**src/rtl/ahb_pkg.sv**
```systemverilog
// Shared AHB-Lite encodings and request bundle for the dmem arbiter.
// Also carries the per-master hready selection used by the top.
package ahb_pkg;

  localparam logic [1:0] HTRANS_IDLE   = 2'b00;
  localparam logic [1:0] HTRANS_BUSY   = 2'b01;
  localparam logic [1:0] HTRANS_NONSEQ = 2'b10;
  localparam logic [1:0] HTRANS_SEQ    = 2'b11;

  localparam logic HRESP_OKAY  = 1'b0;
  localparam logic HRESP_ERROR = 1'b1;

  localparam int AHB_AW = 32;

  typedef struct packed {
    logic [1:0]        htrans;
    logic [AHB_AW-1:0] haddr;
    logic              hwrite;
    logic [2:0]        hsize;
  } ahb_req_t;

  // A held response is released only when that master's next
  // address is accepted, so the data and address phases move together.
  function automatic logic arb_hready(
    input logic hv,
    input logic dat,
    input logic req,
    input logic gnt,
    input logic shr
  );
    if (hv)
      return gnt & shr;
    else if (dat & !req)
      return shr;
    else if (dat)
      return shr & gnt;
    else if (req & !gnt)
      return 1'b0;
    else
      return shr;
  endfunction

endpackage

```
**src/rtl/ahb_dmem_arbiter_if.sv**
```systemverilog
// One AHB-Lite port: the arbiter is the slave on each master side
// and the master on the dmem side.
interface ahb_dmem_arbiter_if #(
  parameter int AW = 32,
  parameter int DW = 32
);

  logic [1:0]    htrans;
  logic [AW-1:0] haddr;
  logic          hwrite;
  logic [2:0]    hsize;
  logic [DW-1:0] hwdata;
  logic          hready;
  logic          hresp;
  logic [DW-1:0] hrdata;

  modport master (
    output htrans,
    output haddr,
    output hwrite,
    output hsize,
    output hwdata,
    input  hready,
    input  hresp,
    input  hrdata
  );

  modport slave (
    input  htrans,
    input  haddr,
    input  hwrite,
    input  hsize,
    input  hwdata,
    output hready,
    output hresp,
    output hrdata
  );

endinterface

```
**src/rtl/ahb_arb_hold_buf.sv**
```systemverilog
// Per-master response hold buffer: parks a completed data phase
// until the master's stalled next address is granted.
module ahb_arb_hold_buf
  import ahb_pkg::*;
#(
  parameter int DW = 32
) (
  input  logic          clk,
  input  logic          rst_b,
  input  logic          set,
  input  logic          clr,
  input  logic [DW-1:0] rdata,
  input  logic          resp,
  output logic          hold_vld,
  output logic [DW-1:0] hold_rdata,
  output logic          hold_resp
);

  always_ff @(posedge clk or negedge rst_b) begin
    if (!rst_b) begin
      hold_vld   <= 1'b0;
      hold_rdata <= '0;
      hold_resp  <= HRESP_OKAY;
    end else if (set) begin
      hold_vld   <= 1'b1;
      hold_rdata <= rdata;
      hold_resp  <= resp;
    end else if (clr) begin
      hold_vld   <= 1'b0;
    end
  end

endmodule

```
**src/rtl/ahb_dmem_arbiter.sv**
```systemverilog
// Two-master AHB-Lite arbiter in front of the dmem slave.
// M0 is the core data bus, M1 a loader/DMA/debug master.
module ahb_dmem_arbiter
  import ahb_pkg::*;
#(
  parameter bit ROUND_ROBIN = 1'b1,
  parameter int AW          = 32,
  parameter int DW          = 32
) (
  input  logic                clk,
  input  logic                rst_b,
  ahb_dmem_arbiter_if.slave   m0,
  ahb_dmem_arbiter_if.slave   m1,
  ahb_dmem_arbiter_if.master  s,
  output logic                arb_owner
);

  logic a_own;
  logic d_own;
  logic d_vld;
  logic last_grant;
  logic grant;

  logic req0;
  logic req1;
  logic req_g;
  logic lock;
  logic solo;
  logic both;

  ahb_req_t r0;
  ahb_req_t r1;
  ahb_req_t rg;

  logic          dat0;
  logic          dat1;
  logic          set0;
  logic          set1;
  logic          clr0;
  logic          clr1;
  logic          hv0;
  logic          hv1;
  logic [DW-1:0] hd0;
  logic [DW-1:0] hd1;
  logic          hr0;
  logic          hr1;
  logic          rdy0;
  logic          rdy1;

  assign req0 = m0.htrans[1];
  assign req1 = m1.htrans[1];

  // A SEQ beat from the current owner keeps the bus (burst lock).
  assign lock = a_own ? (m1.htrans == HTRANS_SEQ)
                      : (m0.htrans == HTRANS_SEQ);
  assign solo = !lock & (req0 ^ req1);
  assign both = !lock & req0 & req1;

  always_comb begin
    grant = a_own;
    unique case (1'b1)
      lock:    grant = a_own;
      solo:    grant = req1;
      both:    grant = ROUND_ROBIN ? ~last_grant : 1'b0;
      default: grant = a_own;
    endcase
  end

  assign req_g = grant ? req1 : req0;

  always_comb begin
    r0 = '{htrans: m0.htrans,
           haddr:  AHB_AW'(m0.haddr),
           hwrite: m0.hwrite,
           hsize:  m0.hsize};
    r1 = '{htrans: m1.htrans,
           haddr:  AHB_AW'(m1.haddr),
           hwrite: m1.hwrite,
           hsize:  m1.hsize};
    rg = grant ? r1 : r0;
    if (!req_g)
      rg = '0;
  end

  assign s.htrans = rg.htrans;
  assign s.haddr  = AW'(rg.haddr);
  assign s.hwrite = rg.hwrite;
  assign s.hsize  = rg.hsize;
  assign s.hwdata = d_own ? m1.hwdata : m0.hwdata;

  always_ff @(posedge clk or negedge rst_b) begin
    if (!rst_b) begin
      a_own      <= 1'b0;
      d_own      <= 1'b0;
      d_vld      <= 1'b0;
      last_grant <= 1'b1;
    end else if (s.hready) begin
      a_own <= grant;
      d_own <= grant;
      d_vld <= s.htrans[1];
      if (req_g)
        last_grant <= grant;
    end
  end

  assign dat0 = d_vld & ~d_own;
  assign dat1 = d_vld &  d_own;

  // Capture when the data phase ends but the next address lost.
  assign set0 = s.hready & dat0 & req0 &  grant;
  assign set1 = s.hready & dat1 & req1 & ~grant;
  assign clr0 = hv0 & rdy0;
  assign clr1 = hv1 & rdy1;

  ahb_arb_hold_buf #(.DW(DW)) u_hold0 (
    .clk        (clk),
    .rst_b      (rst_b),
    .set        (set0),
    .clr        (clr0),
    .rdata      (s.hrdata),
    .resp       (s.hresp),
    .hold_vld   (hv0),
    .hold_rdata (hd0),
    .hold_resp  (hr0)
  );

  ahb_arb_hold_buf #(.DW(DW)) u_hold1 (
    .clk        (clk),
    .rst_b      (rst_b),
    .set        (set1),
    .clr        (clr1),
    .rdata      (s.hrdata),
    .resp       (s.hresp),
    .hold_vld   (hv1),
    .hold_rdata (hd1),
    .hold_resp  (hr1)
  );

  assign rdy0 = arb_hready(hv0, dat0, req0, ~grant, s.hready);
  assign rdy1 = arb_hready(hv1, dat1, req1,  grant, s.hready);

  assign m0.hready = rdy0;
  assign m1.hready = rdy1;

  assign m0.hrdata = hv0  ? hd0
                   : dat0 ? s.hrdata : '0;
  assign m1.hrdata = hv1  ? hd1
                   : dat1 ? s.hrdata : '0;
  assign m0.hresp  = hv0  ? hr0
                   : dat0 ? s.hresp : HRESP_OKAY;
  assign m1.hresp  = hv1  ? hr1
                   : dat1 ? s.hresp : HRESP_OKAY;

  assign arb_owner = a_own;

endmodule

```
**src/flat_wrapper.sv**
```systemverilog
// flat-port wrapper written by rule: the top's interface ports become plain ports
module ahb_dmem_arbiter_flat import ahb_pkg::*;
#(
  parameter bit ROUND_ROBIN = 1'b1,
  parameter int AW          = 32,
  parameter int DW          = 32
)
  (clk, rst_b, arb_owner, m0_htrans, m0_haddr, m0_hwrite, m0_hsize, m0_hwdata, m0_hready, m0_hresp, m0_hrdata, m1_htrans, m1_haddr, m1_hwrite, m1_hsize, m1_hwdata, m1_hready, m1_hresp, m1_hrdata, s_htrans, s_haddr, s_hwrite, s_hsize, s_hwdata, s_hready, s_hresp, s_hrdata);
  ahb_dmem_arbiter_if #(.AW(AW), .DW(DW)) m0_i ();
  ahb_dmem_arbiter_if #(.AW(AW), .DW(DW)) m1_i ();
  ahb_dmem_arbiter_if #(.AW(AW), .DW(DW)) s_i ();
  input  logic clk;
  input  logic rst_b;
  output logic arb_owner;
  input wire logic [$bits(m0_i.htrans)-1:0] m0_htrans;
  input wire logic [$bits(m0_i.haddr)-1:0] m0_haddr;
  input wire logic [$bits(m0_i.hwrite)-1:0] m0_hwrite;
  input wire logic [$bits(m0_i.hsize)-1:0] m0_hsize;
  input wire logic [$bits(m0_i.hwdata)-1:0] m0_hwdata;
  output wire logic [$bits(m0_i.hready)-1:0] m0_hready;
  output wire logic [$bits(m0_i.hresp)-1:0] m0_hresp;
  output wire logic [$bits(m0_i.hrdata)-1:0] m0_hrdata;
  input wire logic [$bits(m1_i.htrans)-1:0] m1_htrans;
  input wire logic [$bits(m1_i.haddr)-1:0] m1_haddr;
  input wire logic [$bits(m1_i.hwrite)-1:0] m1_hwrite;
  input wire logic [$bits(m1_i.hsize)-1:0] m1_hsize;
  input wire logic [$bits(m1_i.hwdata)-1:0] m1_hwdata;
  output wire logic [$bits(m1_i.hready)-1:0] m1_hready;
  output wire logic [$bits(m1_i.hresp)-1:0] m1_hresp;
  output wire logic [$bits(m1_i.hrdata)-1:0] m1_hrdata;
  output wire logic [$bits(s_i.htrans)-1:0] s_htrans;
  output wire logic [$bits(s_i.haddr)-1:0] s_haddr;
  output wire logic [$bits(s_i.hwrite)-1:0] s_hwrite;
  output wire logic [$bits(s_i.hsize)-1:0] s_hsize;
  output wire logic [$bits(s_i.hwdata)-1:0] s_hwdata;
  input wire logic [$bits(s_i.hready)-1:0] s_hready;
  input wire logic [$bits(s_i.hresp)-1:0] s_hresp;
  input wire logic [$bits(s_i.hrdata)-1:0] s_hrdata;
  assign m0_i.htrans = m0_htrans;
  assign m0_i.haddr = m0_haddr;
  assign m0_i.hwrite = m0_hwrite;
  assign m0_i.hsize = m0_hsize;
  assign m0_i.hwdata = m0_hwdata;
  assign m0_hready = m0_i.hready;
  assign m0_hresp = m0_i.hresp;
  assign m0_hrdata = m0_i.hrdata;
  assign m1_i.htrans = m1_htrans;
  assign m1_i.haddr = m1_haddr;
  assign m1_i.hwrite = m1_hwrite;
  assign m1_i.hsize = m1_hsize;
  assign m1_i.hwdata = m1_hwdata;
  assign m1_hready = m1_i.hready;
  assign m1_hresp = m1_i.hresp;
  assign m1_hrdata = m1_i.hrdata;
  assign s_htrans = s_i.htrans;
  assign s_haddr = s_i.haddr;
  assign s_hwrite = s_i.hwrite;
  assign s_hsize = s_i.hsize;
  assign s_hwdata = s_i.hwdata;
  assign s_i.hready = s_hready;
  assign s_i.hresp = s_hresp;
  assign s_i.hrdata = s_hrdata;
  ahb_dmem_arbiter #(.ROUND_ROBIN(ROUND_ROBIN), .AW(AW), .DW(DW)) u_core (.clk(clk), .rst_b(rst_b), .m0(m0_i), .m1(m1_i), .s(s_i), .arb_owner(arb_owner));
endmodule
```
**config.mk**
```make
export PLATFORM = sky130hd
export DESIGN_NAME = ahb_dmem_arbiter_flat
export DESIGN_NICKNAME = d
export VERILOG_FILES = /design/src/rtl/ahb_pkg.sv /design/src/rtl/ahb_dmem_arbiter_if.sv /design/src/rtl/ahb_arb_hold_buf.sv /design/src/rtl/ahb_dmem_arbiter.sv /design/src/flat_wrapper.sv
export SDC_FILE = /design/constraint.sdc
export NUM_CORES = 1
export LEC_CHECK = 0
export CORE_AREA = 2 2 122 124
export CTS_CLUSTER_DIAMETER = 60
export DETAILED_ROUTE_END_ITERATION = 12
export DIE_AREA = 0 0 124 126
export PLACE_DENSITY = 0.73
export SYNTH_ARGS = -nofsm -noshare
export SYNTH_HDL_FRONTEND = slang
export SYNTH_SLANG_ARGS = --single-unit
```
**constraint.sdc**
```tcl
create_clock -name clk -period 5.4 [get_ports clk]
set_clock_uncertainty 0.15 [all_clocks]
set_input_delay 0.81 -clock clk [delete_from_list [all_inputs] [get_ports clk]]
set_output_delay 0.81 -clock clk [all_outputs]
set_load 0.01 [all_outputs]
```
Word level (Yosys, flattened, before mapping)
Index checks and enable logic that the tools add are counted.

Bitwise operators: 23. Equal/unequal tests: 2. Multiplexer cells: 26. Reduce and logical (&&, ||, !) cells: 7.

Operator list (count): $mux 32 (5); $mux 38 (2); $and 1x1->1 (19); $mux 1 (18); $eq 2x2->1 const B (2); $logic_not 1->1 (4); $reduce_bool 2->1 (2); $not 1->1 (3); $pmux 1 s2 (1); $reduce_and 2->1 (1); $xor 1x1->1 (1).

Logic and storage cells: 67. Output and inout port bits: 139. Bits in registers: 71. Input bits: 176.

Depth between registers and ports, before layout
Gate-level depths: netlist (run 1).

Depth after elaboration: 15. Depth in mapped cells: 7. Mapped depth without buffers: 4.

Modules after synthesis
Synthesis (run 1) repeated with hierarchy kept, for this count alone.

Cell total of the unflattened synthesis: 424. Area, all modules: 4824.6 µm².

Modules (own cells, without submodules): ahb_arb_hold_buf (area each 1413.9 µm², cells each 73, instances 2, seq. area each 850.8 µm²); ahb_dmem_arbiter (area each 1996.9 µm², cells each 278, instances 1, seq. area each 76.3 µm²).

Worst setup path before layout (run 1)
No wires, ideal clock.

Path kind: input-to-output. Start point: input m1_htrans[1]. End point: output s_haddr[24]. Data required time: 4.440 ns. Data arrival time: 1.902 ns. Buffers on the path: 2. Slack: 2.538 ns. Stages: 6. Cells stage by stage: inv_1 o31a_1 clkbuf_1 clkbuf_1 nand4_1 o21ai_0.

Word-level cells in the longest chain between the ends: 8. Elaborated cells between the ends (all ways): 11. Those cells by class: 1 x eq/ne; 5 x mux; 4 x bitwise; 1 x reduce/logical.

Ends and longest elaborated chain: from (decl) (line flat_wrapper.sv:23) `input wire logic [$bits(m1_i.htrans)-1:0] m1_htrans;`; $eq 2x2->1 (line ahb_dmem_arbiter.sv:54) `assign lock = a_own ? (m1.htrans == HTRANS_SEQ)`; $mux 1 (line ahb_dmem_arbiter.sv:54); $logic_not 1->1 (line ahb_dmem_arbiter.sv:56, ahb_dmem_arbiter.sv:57); $and 1x1->1 (2 in series) (line ahb_dmem_arbiter.sv:57) `assign both = !lock & req0 & req1;`; $pmux 1 s2 (line ahb_dmem_arbiter.sv:61) `unique case (1'b1)`; $mux 38 / $mux 1 (equally long branches) (line ahb_dmem_arbiter.sv:80, ahb_dmem_arbiter.sv:69); $mux 38 (*) (line ahb_dmem_arbiter.sv:81) `if (!req_g)`; to (decl) (line flat_wrapper.sv:32) `output wire logic [$bits(s_i.haddr)-1:0] s_haddr;`.

Every way passes the cells marked *; elsewhere a longest branch is shown, timed or not.

Final worst setup path (run 1)
Start point: input m1_htrans[1]. End point: output s_haddr[28].

Same word-level chain as after synthesis.

==> results.py, run 1 <==
metrics = {
    "outcome": {
        "status": "finished, final reports clean",
    },
    "layout": {
        "n_antenna_cell": 0,
        "final_nets": 891,
        "instances_no_fill": 904,
        "final_common_cell": "clkdlybuf4s50_1",
        "drive_above_1_share_pct": 18.3,
        "layout_common_cells": "clkdlybuf4s50_1 (313), dfrtp_1 (70), mux2_2 (66), a22o_1 (66), nand2_1 (42)",
        "syn2layout_area_growth_pct": 78.4,
    },
    "die": {
        "dieArea_um2": 15600,
        "rows": 44,
        "design.core.area_um2": 14300,
        "die_w_um": 124,
        "die_y_um": 126,
        "num_io_pins": 315,
        "initial_core_util_pct": 31.8,
    },
    "global_routing": {
        "grt_pass1_wl_mm": 26.0,
        "grt_antenna_before_repair": 0,
        "grt_use_total_pct": 21.1,
        "grt_pass1_vias": 5032,
        "grt.overflow.total": 0,
        "grt_max_degree": 72,
    },
    "cts": {
        "cts_hold_buf": 0,
        "cts_max_level": 3,
        "clk_path_buf_depth": 2,
        "clkLatencyLatePin_ns": 0.33,
        "cts_tree": "built",
        "ctsResizeCount": 0,
        "clock_sinks": 71,
        "cts_made_buffers": 9,
        "root_buffer": "clkbuf_16",
        "post-cts-setup-buffers": 0,
        "clk_pin_slew_ns": 0.06,
    },
    "power_and_ir_drop": {
        "ir_drop_mv": 0.162,
        "power_density_nw_per_um2": 309,
        "p_leak_nw": 3.36,
    },
    "placed_design": {
        "gp_congestion": 0.844,
        "placed_cells": 888,
        "dpl.hpwl_mm": 12.3,
        "io_buffer_count": 314,
    },
    "critical_path": {
        "crit_end": "s_haddr[28]",
        "reg2reg_slack_ns": 2.55,
        "r2r_cells": 5,
        "timing.rr.start": "u_core.d_own",
        "worst-setup-path-type": "input pin to output port",
        "rr_endpoint": "u_core.u_hold1.hold_resp",
        "required_ns": 4.44,
        "crit_start": "m1_htrans[1]",
        "cp.arrival_ns": 3.40,
        "crit_fanout": 41,
        "worst_setup_path_start_kind": "input pin",
        "worst_setup_path_end_kind": "output port",
    },
    "synth": {
        "synthesis.nets": 602,
        "synth_area_per_cell_um2": 10.7,
        "ys_ff_latch": 71,
        "mappedNetlistArea_um2": 4550,
        "yosys_warnings": 0,
        "ys_types": 29,
        "ys_seq_area_share_pct": 39.1,
        "synthCells": 426,
    },
    "routing": {
        "dr_wl_met3_mm": 1.21,
        "drtAntennaViolNets": 0,
        "via_count": 4752,
        "top_layer": "met4",
        "via_per_inst": 5.26,
        "drc": 0,
        "wl_met2_mm": 8.31,
        "wirelength_met1_mm": 6.95,
        "routed_wl_mm": 16.8,
        "dr.pass1.iters": 4,
        "first_iter_violations": 213,
        "wl_per_cell_um": 18.6,
    },
    "sta": {
        "post-route-min-period_ns": 4.36,
        "relSlewSlack_pct": 24.2,
        "setup-tns-final_ns": 0,
        "hold_violations": 0,
        "setup_viol": 0,
        "grt_setup_unrepaired": "false",
        "final.period_utilization_pct": 80.7,
        "fmax_mhz": 229,
        "report.final.slew_viol_count": 0,
        "worst_pin_slew_ns": 1.14,
    },
    "hold_path": {
        "hp-class": "flip-flop to flip-flop",
    },
    "flow_run": {
        "cap_violations": 0,
    },
}
metal layers:
metal  track usage (%)  vias up
met5                 0        -
li1                  -     2185
met1              25.9     2341
met4              5.88        0
met2              36.1      200
met3              5.62       26
power breakdown:
part	switching, mW	internal (mW)	leakage, nW	total (mW)
logic	0.408	0.651	2.29	1.06
clock network	0.224	0.429	0.166	0.654
registers	0.0982	0.699	0.897	0.797
cells by family (layout without fill, tap and decap cells):
group,after synthesis,count (layout),synth area share [%]
compound gates,114,114,18.8
buf+inv,49,343,5.20
flops,71,71,39.1
mux,98,98,26.7
simple gates,94,94,10.2
critical path: stages:
cell and delay, ns:
clkdlybuf4s50_1 0.54, inv_1 0.18, o31a_1 0.18, and2_1 0.88
o21ai_0 0.25, clkdlybuf4s50_1 0.55
stage by stage:
stage | power [mW] | hold WS [ns] | area (um^2) | utilization [%] | setup WS [ns]
floorplan | 1.32 | 0.309 | 4550 | - | 2.54
global placement | 1.83 | 0.319 | 7780 | 54.4 | 1.07
CTS | 2.53 | 0.345 | 8110 | 56.7 | 1.00
detailed placement | 1.86 | 0.331 | 7780 | 54.4 | 1.01
global route | 2.64 | 0.368 | 8110 | 56.7 | 0.762
finish | 2.51 | 0.357 | 8110 | 56.7 | 1.04
cell type report:
type	count	area, um^2
fillers	1189	6200
repair buffers	325	3220
multi-input cells	306	2550
flip-flops and latches	71	1780
clock buffers	11	253
well taps	184	230
clock inverters	5	78.8
inverters	2	7.51
cells in the mapped netlist:
library cell,instances,area (um^2)
nor2_1,6,22.5
a22o_1,66,578
mux2_4,30,450
inv_1,2,7.51
clkbuf_1,33,124
a2111oi_4,1,27.5
buf_6,6,67.6
a31oi_1,1,6.26
buf_4,1,7.51
dfrtp_1,70,1750
o31a_1,1,8.76
nand3_1,2,10.0
or2_2,1,6.26
o21a_1,2,15.0
nand2_2,1,6.26
and3_1,1,6.26
o21ai_0,39,195
and2_1,1,6.26
nor3_1,1,5.00
dfstp_2,1,26.3
buf_1,4,15.0
mux2_1,2,22.5
nand2_1,42,158
nor2b_1,2,12.5
o21bai_1,1,7.51
nand4_1,37,231
a21oi_1,3,15.0
buf_2,3,15.0
mux2_2,66,743
state kept, by name, summed over array words and instances, names as in the netlist:
register	flops
u_core.u_hold1.hold_vld	1
u_core.u_hold1.hold_rdata	32
u_core.d_vld	1
u_core.u_hold0.hold_resp	1
u_core.u_hold0.hold_vld	1
u_core.d_own	1
u_core.last_grant	1
u_core.u_hold0.hold_rdata	32
u_core.u_hold1.hold_resp	1
worst min path at each step:
stage                                   from                            end  slack, ns  cells past startpoint
3_3_place_gp   u_core.u_hold0.hold_rdata[15]  u_core.u_hold0.hold_rdata[15]       0.32                      1
5_1_grt        u_core.u_hold0.hold_rdata[27]  u_core.u_hold0.hold_rdata[27]       0.37                      1
3_5_place_dp   u_core.u_hold0.hold_rdata[15]  u_core.u_hold0.hold_rdata[15]       0.33                      1
2_1_floorplan  u_core.u_hold0.hold_rdata[15]  u_core.u_hold0.hold_rdata[15]       0.31                      1
6_report       u_core.u_hold0.hold_rdata[15]  u_core.u_hold0.hold_rdata[15]       0.36                      1
4_1_cts        u_core.u_hold0.hold_rdata[15]  u_core.u_hold0.hold_rdata[15]       0.34                      1
No activity file was read; power rests on OpenSTA's default activity.
==> run 2, diff against run 1 <==
Settings changed: CORE_AREA 2 2 122 124 to default, CORE_MARGIN from default to 1.5, CORE_UTILIZATION from default to 32, DIE_AREA 0 0 124 126 to default, PLACE_DENSITY 0.73 to 0.76.
Clock period 5.4 ns to 3.75 ns, I/O delays scaled along.
==> results.py, run 2 (synthesis gave the netlist of run 1 again) <==
metrics = {
    "routing": {
        "drtAntennaViolNets": 0,
        "dr.pass1.iters": 5,
        "via_count": 4671,
        "drc": 0,
        "via_per_inst": 5.17,
        "first_iter_violations": 249,
        "routed_wl_mm": 17.3,
        "wl_per_cell_um": 19.2,
    },
    "sta": {
        "worst_pin_slew_ns": 0.909,
        "hold_violations": 0,
        "setup_viol": 0,
        "relSlewSlack_pct": 39.4,
        "final.period_utilization_pct": 94.2,
        "fmax_mhz": 283,
        "fin_hold_ws_ns": 0.225,
        "setup-tns-final_ns": 0,
        "post-route-min-period_ns": 3.53,
        "grt_setup_unrepaired": "false",
        "report.final.slew_viol_count": 0,
    },
    "power_and_ir_drop": {
        "switching_power_mw": 1.05,
        "p_leak_nw": 3.37,
        "comb_power_share_pct": 42.0,
        "finalPower_mw": 3.60,
        "p_sw_share_pct": 29.1,
        "power_frac_clock_pct": 25.5,
        "seqPwrFrac_pct": 32.5,
        "p_int_mw": 2.55,
        "power_density_nw_per_um2": 442,
        "ir_drop_mv": 0.219,
    },
    "critical_path": {
        "worst_setup_path_end_kind": "output port",
        "crit_fanout": 41,
        "reg2reg_slack_ns": 1.34,
        "rr_endpoint": "u_core.u_hold1.hold_resp",
        "timing.rr.start": "u_core.d_own",
        "r2r_cells": 6,
        "cp.arrival_ns": 2.82,
        "worst_setup_path_start_kind": "input pin",
        "worst-setup-path-type": "input pin to output port",
        "required_ns": 3.04,
    },
    "layout": {
        "syn2layout_area_growth_pct": 79.2,
        "final_nets": 894,
        "n_antenna_cell": 0,
        "final_common_cell": "clkdlybuf4s50_1",
        "reg.largest.list": "u_core.u_hold0.hold_rdata (32), u_core.u_hold1.hold_rdata (32)",
        "layout_common_cells": "clkdlybuf4s50_1 (313), dfrtp_1 (70), mux2_2 (66), a22o_1 (66), nand2_1 (42)",
        "fill_cells": 1140,
        "drive_above_1_share_pct": 18.5,
        "utilization_pct": 58.7,
    },
    "placed_design": {
        "gp_congestion": 0.811,
        "dpl.hpwl_mm": 13.0,
        "io_buffer_count": 314,
    },
    "cts": {
        "cts_tree": "built",
        "clock_sinks": 71,
        "cts_hold_buf": 0,
        "cts_made_buffers": 9,
        "clk_pin_slew_ns": 0.06,
        "clkLatencyLatePin_ns": 0.32,
        "root_buffer": "clkbuf_16",
        "ctsResizeCount": 0,
        "clk_path_buf_depth": 2,
        "cts_max_level": 3,
        "post-cts-setup-buffers": 0,
    },
    "die": {
        "die_w_um": 122,
        "design.core.area_um2": 13900,
        "num_io_pins": 315,
        "die_y_um": 122,
        "rows": 43,
        "dieArea_um2": 14900,
        "initial_core_util_pct": 32.8,
    },
    "global_routing": {
        "grt_antenna_before_repair": 0,
        "grt_pass1_vias": 4713,
        "grt_use_total_pct": 22.0,
        "grt_max_degree": 77,
        "grt_pass1_wl_mm": 25.5,
        "grt.overflow.total": 0,
    },
    "outcome": {
        "status": "finished, final reports clean",
    },
    "flow_run": {
        "cap_violations": 0,
    },
    "hold_path": {
        "hp-class": "input pin to async pin",
    },
}
[run 2: changes by cell type in the layout (fill, tap and decap cells not counted), sizes merged]
cell      previous run  this run
inv                  3         2
clkinvlp             0         1
buf                 12        15
[run 2: cell type report]
cell class	count	area [um^2]	share of cell area (%)
flip-flops and latches	71	1780	21.8
clock buffers	11	243	2.98
clock inverters	5	81.3	0.998
well taps	180	225	2.76
inverters	2	7.51	0.0921
multi-input cells	306	2550	31.2
repair buffers	328	3270	40.1
[run 2: layer usage]
metal,up-vias,part of all wire (%),track usage (%)
li1,2187,-,-
met1,2235,39,27.1
met4,0,4.1,9.59
met3,36,7.2,5.39
met5,-,0,0
met2,213,50,36.7
[run 2: through the flow]
stage | setup slack (ns) | std cells | cell area (um^2)
after detailed placement | 0.234 | 887 | 7830
after global routing | 0.0767 | 903 | 8150
final | 0.216 | 903 | 8150
after floorplan | 1.38 | 426 | 4550
after CTS | 0.233 | 903 | 8150
after global placement | 0.351 | 887 | 7830
[run 2: how the worst max path moves through the flow]
stage | depth (start not counted) | endpoint | startpoint | slack, ns
finish | 7 | s_haddr[16] | m1_htrans[1] | 0.22
global route | 7 | s_haddr[17] | m1_htrans[1] | 0.08
CTS | 7 | s_haddr[16] | m1_htrans[1] | 0.23
detailed placement | 7 | s_haddr[16] | m1_htrans[1] | 0.23
global placement | 7 | s_haddr[4] | m1_htrans[1] | 0.35
floorplan | 6 | s_haddr[24] | m1_htrans[1] | 1.38
[run 2: power groups by stage]
stage	clock (mW)	combinational [mW]	sequential (mW)
after floorplan	0	0.788	1.11
after global placement	0	1.50	1.17
after detailed placement	0	1.52	1.18
after CTS	0.943	1.53	1.17
after global routing	0.978	1.61	1.20
final	0.918	1.51	1.17
[run 2: worst max-delay path, cell delays in order]
cell and delay, ns:
clkdlybuf4s50_1 0.57, inv_1 0.11, o31a_1 0.31, and2_1 0.16
buf_4 0.24, o21ai_0 0.26, clkdlybuf4s50_1 0.59
